--- src/rtl/output_link_scheduler.sv ---
// rtl/output_link_scheduler.sv - round-robin wormhole arbiter driving one registered router output link
//
// Flit layout: bits [FLIT_W-1:FLIT_W-2] carry the label
//   2'b00 BODY, 2'b01 HEAD, 2'b10 TAIL, 2'b11 HEADTAIL; remaining bits are payload.
module output_link_scheduler #(
  parameter int N_REQ  = 5,
  parameter int PTR_W  = $clog2(N_REQ),
  parameter int FLIT_W = 16
) (
  input  logic                          clk,
  input  logic                          rst_n,
  input  logic [N_REQ-1:0]              req_i,
  input  logic [N_REQ-1:0][FLIT_W-1:0]  req_flit_i,
  output logic [N_REQ-1:0]              grant_o,
  output logic [FLIT_W-1:0]             data_o,
  output logic                          valid_o,
  input  logic                          on_off_i,
  input  logic                          allocatable_i,
  output logic                          err_o
);

  localparam logic [1:0] LBL_BODY     = 2'b00;
  localparam logic [1:0] LBL_HEAD     = 2'b01;
  localparam logic [1:0] LBL_TAIL     = 2'b10;
  localparam logic [1:0] LBL_HEADTAIL = 2'b11;
  localparam int         SW           = PTR_W + 1;

  typedef enum logic {S_IDLE, S_LOCKED} state_t;

  state_t              r_state;
  logic [PTR_W-1:0]    r_owner;
  logic [PTR_W-1:0]    r_rr_ptr;
  logic [FLIT_W-1:0]   r_data;
  logic                r_valid;
  logic                r_err;

  state_t              w_state_nxt;
  logic [PTR_W-1:0]    w_owner_nxt;
  logic [PTR_W-1:0]    w_ptr_nxt;
  logic                w_err_nxt;
  logic [N_REQ-1:0]    w_grant;
  logic                w_gnt_vld;
  logic [PTR_W-1:0]    w_gnt_idx;
  logic [PTR_W-1:0]    w_scan_idx;
  logic [SW-1:0]       w_sum;
  logic [1:0]          w_lbl;

  function automatic logic [PTR_W-1:0] wrap_inc(input logic [PTR_W-1:0] p);
    if (p == PTR_W'(N_REQ - 1)) return '0;
    return p + PTR_W'(1);
  endfunction

  function automatic logic [1:0] label_of(input logic [FLIT_W-1:0] f);
    return f[FLIT_W-1 -: 2];
  endfunction

  // Arbitration: round-robin head search when idle, owner-only forwarding when locked
  always_comb begin
    w_state_nxt = r_state;
    w_owner_nxt = r_owner;
    w_ptr_nxt   = r_rr_ptr;
    w_err_nxt   = 1'b0;
    w_grant     = '0;
    w_gnt_vld   = 1'b0;
    w_gnt_idx   = r_owner;
    w_scan_idx  = '0;
    w_sum       = '0;
    w_lbl       = LBL_BODY;
    case (r_state)
      S_IDLE: begin
        if (on_off_i && allocatable_i) begin
          for (int k = 0; k < N_REQ; k++) begin
            w_sum = {1'b0, r_rr_ptr} + SW'(k);
            if (w_sum >= SW'(N_REQ)) w_sum = w_sum - SW'(N_REQ);
            w_scan_idx = w_sum[PTR_W-1:0];
            if (!w_gnt_vld && req_i[w_scan_idx] &&
                (label_of(req_flit_i[w_scan_idx]) == LBL_HEAD ||
                 label_of(req_flit_i[w_scan_idx]) == LBL_HEADTAIL)) begin
              w_gnt_vld = 1'b1;
              w_gnt_idx = w_scan_idx;
            end
          end
          if (w_gnt_vld) begin
            w_grant[w_gnt_idx] = 1'b1;
            w_lbl = label_of(req_flit_i[w_gnt_idx]);
            if (w_lbl == LBL_HEAD) begin
              w_state_nxt = S_LOCKED;
              w_owner_nxt = w_gnt_idx;
            end else begin
              w_ptr_nxt = wrap_inc(w_gnt_idx);
            end
          end
        end
      end
      S_LOCKED: begin
        if (req_i[r_owner]) begin
          w_lbl = label_of(req_flit_i[r_owner]);
          if (w_lbl == LBL_HEAD || w_lbl == LBL_HEADTAIL) begin
            // A new header while the owner is mid-packet is a protocol violation
            w_err_nxt = 1'b1;
          end else if (on_off_i) begin
            w_gnt_vld        = 1'b1;
            w_gnt_idx        = r_owner;
            w_grant[r_owner] = 1'b1;
            if (w_lbl == LBL_TAIL) begin
              w_state_nxt = S_IDLE;
              w_ptr_nxt   = wrap_inc(r_owner);
            end
          end
        end
      end
      default: w_state_nxt = S_IDLE;
    endcase
  end

  // Arbitration state, pointer and link output registers
  always_ff @(posedge clk or negedge rst_n) begin
    if (!rst_n) begin
      r_state  <= S_IDLE;
      r_owner  <= '0;
      r_rr_ptr <= '0;
      r_data   <= '0;
      r_valid  <= 1'b0;
      r_err    <= 1'b0;
    end else begin
      r_state  <= w_state_nxt;
      r_owner  <= w_owner_nxt;
      r_rr_ptr <= w_ptr_nxt;
      r_err    <= w_err_nxt;
      r_valid  <= w_gnt_vld;
      if (w_gnt_vld) r_data <= req_flit_i[w_gnt_idx];
    end
  end

  // Grants are suppressed combinationally while reset is held
  assign grant_o = rst_n ? w_grant : '0;
  assign data_o  = r_data;
  assign valid_o = r_valid;
  assign err_o   = r_err;

endmodule

--- config.mk ---
export PLATFORM = sky130hd
export DESIGN_NAME = output_link_scheduler
export DESIGN_NICKNAME = d
export VERILOG_FILES = /design/src/rtl/output_link_scheduler.sv
export SDC_FILE = /design/constraint.sdc
export NUM_CORES = 1
export LEC_CHECK = 0
export CAP_MARGIN = 30
export CORE_ASPECT_RATIO = 1.4
export CORE_MARGIN = 1
export CORE_UTILIZATION = 47
export CTS_CLUSTER_DIAMETER = 80
export DETAILED_ROUTE_END_ITERATION = 12
export GPL_TIMING_DRIVEN = 0
export HOLD_SLACK_MARGIN = 0.05
export PLACE_DENSITY = 0.79
export RECOVER_POWER = 100
export SETUP_SLACK_MARGIN = 0.1
export SYNTH_ARGS = -nofsm -noshare
export SYNTH_HDL_FRONTEND = slang
export SYNTH_SLANG_ARGS = --single-unit
export TNS_END_PERCENT = 20
--- constraint.sdc ---
create_clock -name clk -period 6.3 [get_ports clk]
set_clock_uncertainty 0.2 [all_clocks]
set_input_delay 0.63 -clock clk [delete_from_list [all_inputs] [get_ports clk]]
set_output_delay 0.63 -clock clk [all_outputs]
set_load 0.02 [all_outputs]
==> results by group, run 1 <==
Status
  – Status: complete, no violations

Floorplan
  – Die area: 0.00743 mm2
  – I/O pins: 112
  – Die Span Y: 102 um
  – Die width: 73.1 um
  – Initial Utilization: 49.7%
  – Core area: 0.00670 mm2
  – Core Rows: 35

STA
  – Final setup viols: 0
  – Worst slew pin tran: 0.694 ns
  – Final WS setup: 0.220 ns
  – Worst slew margin: 53.6%
  – Final Hold Viols: 0
  – Period utilization: 96.5%
  – Setup TNS Final: 0 ns
  – FMAX: 0.164 GHz
  – Hold WS: 0.321 ns
  – Final Critical Period: 6.08 ns
  – RSZ-0062 raised after global routing: yes
  – Final slew viol count: 0

Placed design
  – Worst slack, placed: 0.162 ns
  – GP Congestion: 0.980
  – HPWL Detailed: 10,500 um
  – Port-buffer cells: 111

Clock network
  – Clock Tree Buf Depth: 2
  – Worst-Skew Late Latency: 0.28 ns
  – Root buffer cell: clkbuf_8
  – CTS tree: yes
  – H-tree levels: 1
  – Clock transition at path regs: 0.10 ns
  – Num CTS Buffers: 3
  – Clock tree sinks: 25

Critical path
  – R2R cell count: 16
  – Crit path DAT: 5.25 ns
  – Most used cell along the critical path: ha_1
  – Crit. End Element: primary output
  – CP Depth: 16
  – WS Path Type: reg -> out
  – Crit Path Max Fanout: 11
  – CP Launch Type: flip-flop
  – Crit-path max cell delay: 0.62 ns
  – Critical path cell sequence: clkinv_2 -> ha_1 -> ha_1 -> clkbuf_1 -> xnor2_1 -> nand2_1 -> a211o_1 -> a211oi_4 -> a2111oi_2 -> o32ai_1 -> o21ai_4 -> nor2_1 -> nand3_1 -> o21ai_0 -> and2_1 -> clkdlybuf4s50_1
  – CP top delay family: compound AO/OA/AOI/OAI gates
  – Buf+Inv Stages, Crit Path: 3
  – Crit-path slowest cell: o32ai_1
  – Required time worst endpoint: 5.47 ns

Final layout
  – Fraction of layout cells with a size suffix above 1: 10.5%
  – ANT cells: 0
  – Post-Route Utilization: 69.4%
  – Synth-to-layout area growth: 39.6%
  – # fillers: 550
  – Most frequent cells in the layout: clkdlybuf4s50_1 (92), nand2_1 (41), mux2i_1 (35)
  – Final nets: 623
  – Most common cell after layout, fill and taps aside: clkdlybuf4s50_1

Synth
  – Yosys cell types: 81
  – Post-synth top area share: 18.8%
  – Synth Register Bits: 25
  – Warnings from Yosys: 0
  – Synth Net Count: 506
  – Primary FF master, synth: dfrtp_1
  – Post-synthesis cell area: 0.00333 mm2
  – Post-synth EDFFs: 0
  – Sequential cell area fraction in the yosys report: 18.8%
  – Post-Syn Area per Cell: 8.20 um2
  – Cells after Synth: 406
  – Leading post-synthesis cells by cell area: dfrtp_1 (19%), mux2i_1 (11%), nand2_1 (4.6%)
  – Yosys top cell by area: dfrtp_1
  – Async SR Flop Fraction: 100%

Route
  – Drt via density: 6.35
  – Initial DRT Pass Iterations: 6
  – Routed WL per cell: 21.2 um
  – Vias: 3,901
  – Initial DRC Count: 263
  – Routed Wire Length: 13,000 um
  – Remaining DRCs: 0
  – Post-route ant nets: 0

GRT
  – Vias in the first global route: 3,963
  – Global-route wire length before repair: 19,900 um
  – GRT overflow: 0
  – Initial antenna violation count: 0
  – Pin count of the biggest net entering global routing: 18
  – Total GRT Usage: 35.6%

Job
  – Maxcap violations: 0

Worst hold path
  – Hold Path Stages: 1
  – Tightest Hold Check Type: reg -> reg
==> metrics by stage <==
| step | instances | area [um2] |
|---|---|---|
| 5_1_grt | 614 | 4650 |
| 6_report | 614 | 4650 |
| 4_1_cts | 614 | 4640 |
| 2_1_floorplan | 406 | 3330 |
| 3_3_place_gp | 609 | 4560 |
| 3_5_place_dp | 610 | 4580 |
==> sequential cells by signal, indices dropped and copies added, names as in the netlist <==
name / count
data_o: 16
r_owner: 3
r_rr_ptr: 3
err_o: 1
r_state: 1
valid_o: 1
==> layer usage <==
layer,GRT usage [%],vias to the layer above,part of all wire [%],routed length (um)
li1,-,1792,-,-
met1,36.3,1838,34,4420
met2,67.4,227,54,7030
met3,5.47,44,6.7,871
met4,19.9,0,5.3,683
met5,0,-,0,0
==> Yosys cell counts, types with 4 or more instances <==
cell and n:
a211o_1 4, a211oi_1 4, a21o_1 4, a21oi_1 18, a22oi_1 4, a31oi_1 8, and2_2 4, and2b_1 6
buf_6 9, clkbuf_1 8, dfrtp_1 25, ha_1 10, inv_1 13, mux2i_1 35, nand2_1 41, nand2b_1 5
nand3_1 13, nand3b_1 6, nor2_1 20, nor2b_1 7, nor3_1 8, o21ai_0 20, o21ai_1 27, o22a_1 16
o32ai_1 4
==> area by class of cell <==
class,count,area [um2],share of cell area [%]
buffer,23,180,3.87
clock buffer,4,45.0,0.969
inverter,15,57.6,1.24
multi-input combinational,343,2490,53.5
sequential,25,626,13.5
tap,92,115,2.48
timing repair buffer,112,1140,24.5
==> cells by family after synthesis <==
logic type	Yosys count	share of synthesized area (%)
mux	40	12.9
xor+xnor	4	1.05
buf+inv	38	7.10
fa+ha+maj	11	4.36
compound gates	158	35.1
flops	25	18.8
simple gates	130	20.7
==> worst paths after layout <==
kind | from | endpoint | slack [ns]
max | r_rr_ptr[0] | grant_o[1] | 0.22
min reg2reg | data_o[4] | data_o[4] | 0.32
min in group asynchronous | rst_n | data_o[1] | 0.62
max in group asynchronous | rst_n | data_o[13] | 4.74
max reg2reg | r_rr_ptr[0] | data_o[9] | 1.13
min | data_o[4] | data_o[4] | 0.32
==> timing repair <==
item	in CTS	in global routing
endpoints found under the hold margin	0	0
hold buffers	0	0
gates resized for setup	2	2
setup endpoints to repair	3	4
buffers inserted	0	0
Power of run 1 is not shown: default switching activity piles up to over one toggle a cycle in this logic, so the estimate is an artifact.
==> run 2: changes to the inputs <==
- CORE_MARGIN: 1 -> unset
- SETUP_SLACK_MARGIN: 0.1 -> 0.5
==> run 2 against run 1 <==
  * Maximum frequency increased by 3.2%
  * Hold slack worse by 0.0041 ns
  * Highest routed layer unchanged
  * Cell area is 0.38% higher
==> results by group, run 2 (synthesis gave the netlist of run 1 again) <==
Status
  – Status: complete, no violations (unchanged)

Clock network
  – Hold-fix buffers, CTS: 0 (unchanged)
  – Clock Tree Buf Depth: 2 (unchanged)
  – Clock tree sinks: 25 (unchanged)
  – Worst-Skew Late Latency: 0.28 ns (about the same)
  – CTS tree: yes (unchanged)
  – H-tree levels: 1 (unchanged)
  – Root buffer cell: clkbuf_8 (unchanged)
  – Clock transition at path regs: 0.09 ns (was 0.10 ns)
  – Num CTS Buffers: 3 (unchanged)

STA
  – Final slew viol count: 0 (unchanged)
  – Worst slew pin tran: 1.07 ns (was 0.694 ns)
  – Setup TNS Final: 0 ns (unchanged)
  – Period utilization: 93.5% (was 96.5%)
  – RSZ-0062 raised after global routing: yes (unchanged)
  – Final Hold Viols: 0 (unchanged)
  – Final setup viols: 0 (unchanged)
  – Final Critical Period: 5.89 ns (was 6.08 ns)
  – FMAX: 0.170 GHz (was 0.164 GHz)
  – Worst slew margin: 27.5% (was 53.6%)

Floorplan
  – Core area: 0.00670 mm2 (unchanged)
  – Die Span Y: 102 um (unchanged)
  – Initial Utilization: 49.7% (unchanged)
  – I/O pins: 112 (unchanged)
  – Core Rows: 35 (unchanged)
  – Die width: 73.1 um (unchanged)
  – Die area: 0.00743 mm2 (unchanged)

GRT
  – GRT overflow: 0 (unchanged)
  – Met3 Track Usage GR: 5.37% (was 5.47%)
  – Global-route wire length before repair: 19,900 um (about the same)
  – Met1 usage: 36.4% (was 36.3%)
  – Gr busiest metal: met2 (unchanged)
  – Pin count of the biggest net entering global routing: 18 (unchanged)
  – Initial antenna violation count: 0 (unchanged)
  – Met2 global-route usage: 67.5% (was 67.4%)
  – Total GRT Usage: 35.7% (was 35.6%)
  – Vias in the first global route: 3,979 (was 3,963)

Route
  – Routed WL per cell: 21.0 um (was 21.2 um)
  – Initial DRC Count: 221 (was 263)
  – Vias: 3,930 (was 3,901)
  – Post-route ant nets: 0 (unchanged)
  – Remaining DRCs: 0 (unchanged)
  – Drt via density: 6.36 (was 6.35)
  – Routed Wire Length: 13,000 um (about the same)
  – Initial DRT Pass Iterations: 6 (unchanged)

Final layout
  – Max FFs per register: 16 (unchanged)
  – Fraction of layout cells with a size suffix above 1: 11.0% (was 10.5%)
  – Synth-to-layout area growth: 40.2% (was 39.6%)
  – Most common cell after layout, fill and taps aside: clkdlybuf4s50_1 (unchanged)
  – Most frequent cells in the layout: clkdlybuf4s50_1 (87), nand2_1 (41), mux2i_1 (35) (was clkdlybuf4s50_1 (92), nand2_1 (41), mux2i_1 (35))
  – ANT cells: 0 (unchanged)
  – Final nets: 627 (was 623)

Worst hold path
  – Tightest Hold Check Type: reg -> reg (unchanged)
  – Hold Path Stages: 1 (unchanged)

Placed design
  – GP Congestion: 0.980 (unchanged)
  – Port-buffer cells: 111 (unchanged)
  – HPWL Detailed: 10,500 um (unchanged)

Critical path
  – WS Path Type: reg -> out (unchanged)
  – Crit Path Max Fanout: 11 (unchanged)
  – Crit. End Element: primary output (unchanged)
  – Required time worst endpoint: 5.47 ns (about the same)
  – Crit path DAT: 5.06 ns (was 5.25 ns)
  – R2R cell count: 18 (was 16)
  – CP Launch Type: flip-flop (unchanged)

Job
  – Maxcap violations: 0 (unchanged)
run 2: cell count changes in the layout (fill, tap and decap cells not counted), sizes merged:
cell           before  now
clkinvlp            0    1
dlygate4sd3        19   23
clkinv              2    1
clkdlybuf4s50      92   87
clkbuf             15   20
run 2: path summary, 6_finish.rpt:
| path | from | to | slack, ns |
|---|---|---|---|
| setup / recovery | r_rr_ptr[0] | grant_o[1] | 0.41 |
| hold / removal | data_o[9] | data_o[9] | 0.32 |
| setup reg to reg | r_rr_ptr[0] | data_o[13] | 0.64 |
| hold reg to reg | data_o[9] | data_o[9] | 0.32 |
| max in group asynchronous | rst_n | data_o[13] | 4.08 |
| min in group asynchronous | rst_n | data_o[0] | 0.58 |
run 2: worst max-delay path: stages (launching register included):
cell and delay (ns):
dfrtp_1 0.53, inv_4 0.14, ha_1 0.34, ha_1 0.31
clkbuf_1 0.31, xnor2_1 0.18, nand2_1 0.09, a211o_1 0.33
a211oi_4 0.38, clkbuf_1 0.21, a2111oi_4 0.07, o32ai_2 0.44
o21ai_4 0.16, nor2_1 0.21, nand3_1 0.11, o21ai_0 0.09
and2_1 0.16, dlygate4sd3_1 0.69
run 2: layer usage:
metal,vias to the layer above,part of all wire (%)
met3,60,6.4
met1,1839,33
li1,1800,-
met2,231,54
met5,-,0
met4,0,6.0
run 2: what timing repair did:
action / CTS / global route
gates resized for setup: 6 / 8
setup buffers: 2 / 2
gates cloned: 0 / 0
pin swaps: 0 / 1
setup endpoints to repair: 5 / 4
run 2: area by class of cell:
class / instances / area (um2)
Buffer: 23 / 171
Clock buffer: 4 / 45.0
Fill cell: 554 / 2030
Inverter: 15 / 62.6
Multi-Input combinational cell: 343 / 2510
Sequential cell: 25 / 627
Tap cell: 92 / 115
Timing Repair Buffer: 116 / 1130
run 2: through the flow:
stage          instance area (um2)  setup WS (ns)  util [%]  hold slack, ns  std cells
2_1_floorplan                 3330           1.62         -           0.134        406
6_report                      4670          0.412      69.7           0.317        618
5_1_grt                       4670          0.173      69.7           0.336        618
4_1_cts                       4670          0.503      69.7           0.321        616
3_5_place_dp                  4580          0.162      68.4           0.300        610
3_3_place_gp                  4560          0.251      68.0           0.287        609
Power of run 2 is left out for the same reason.
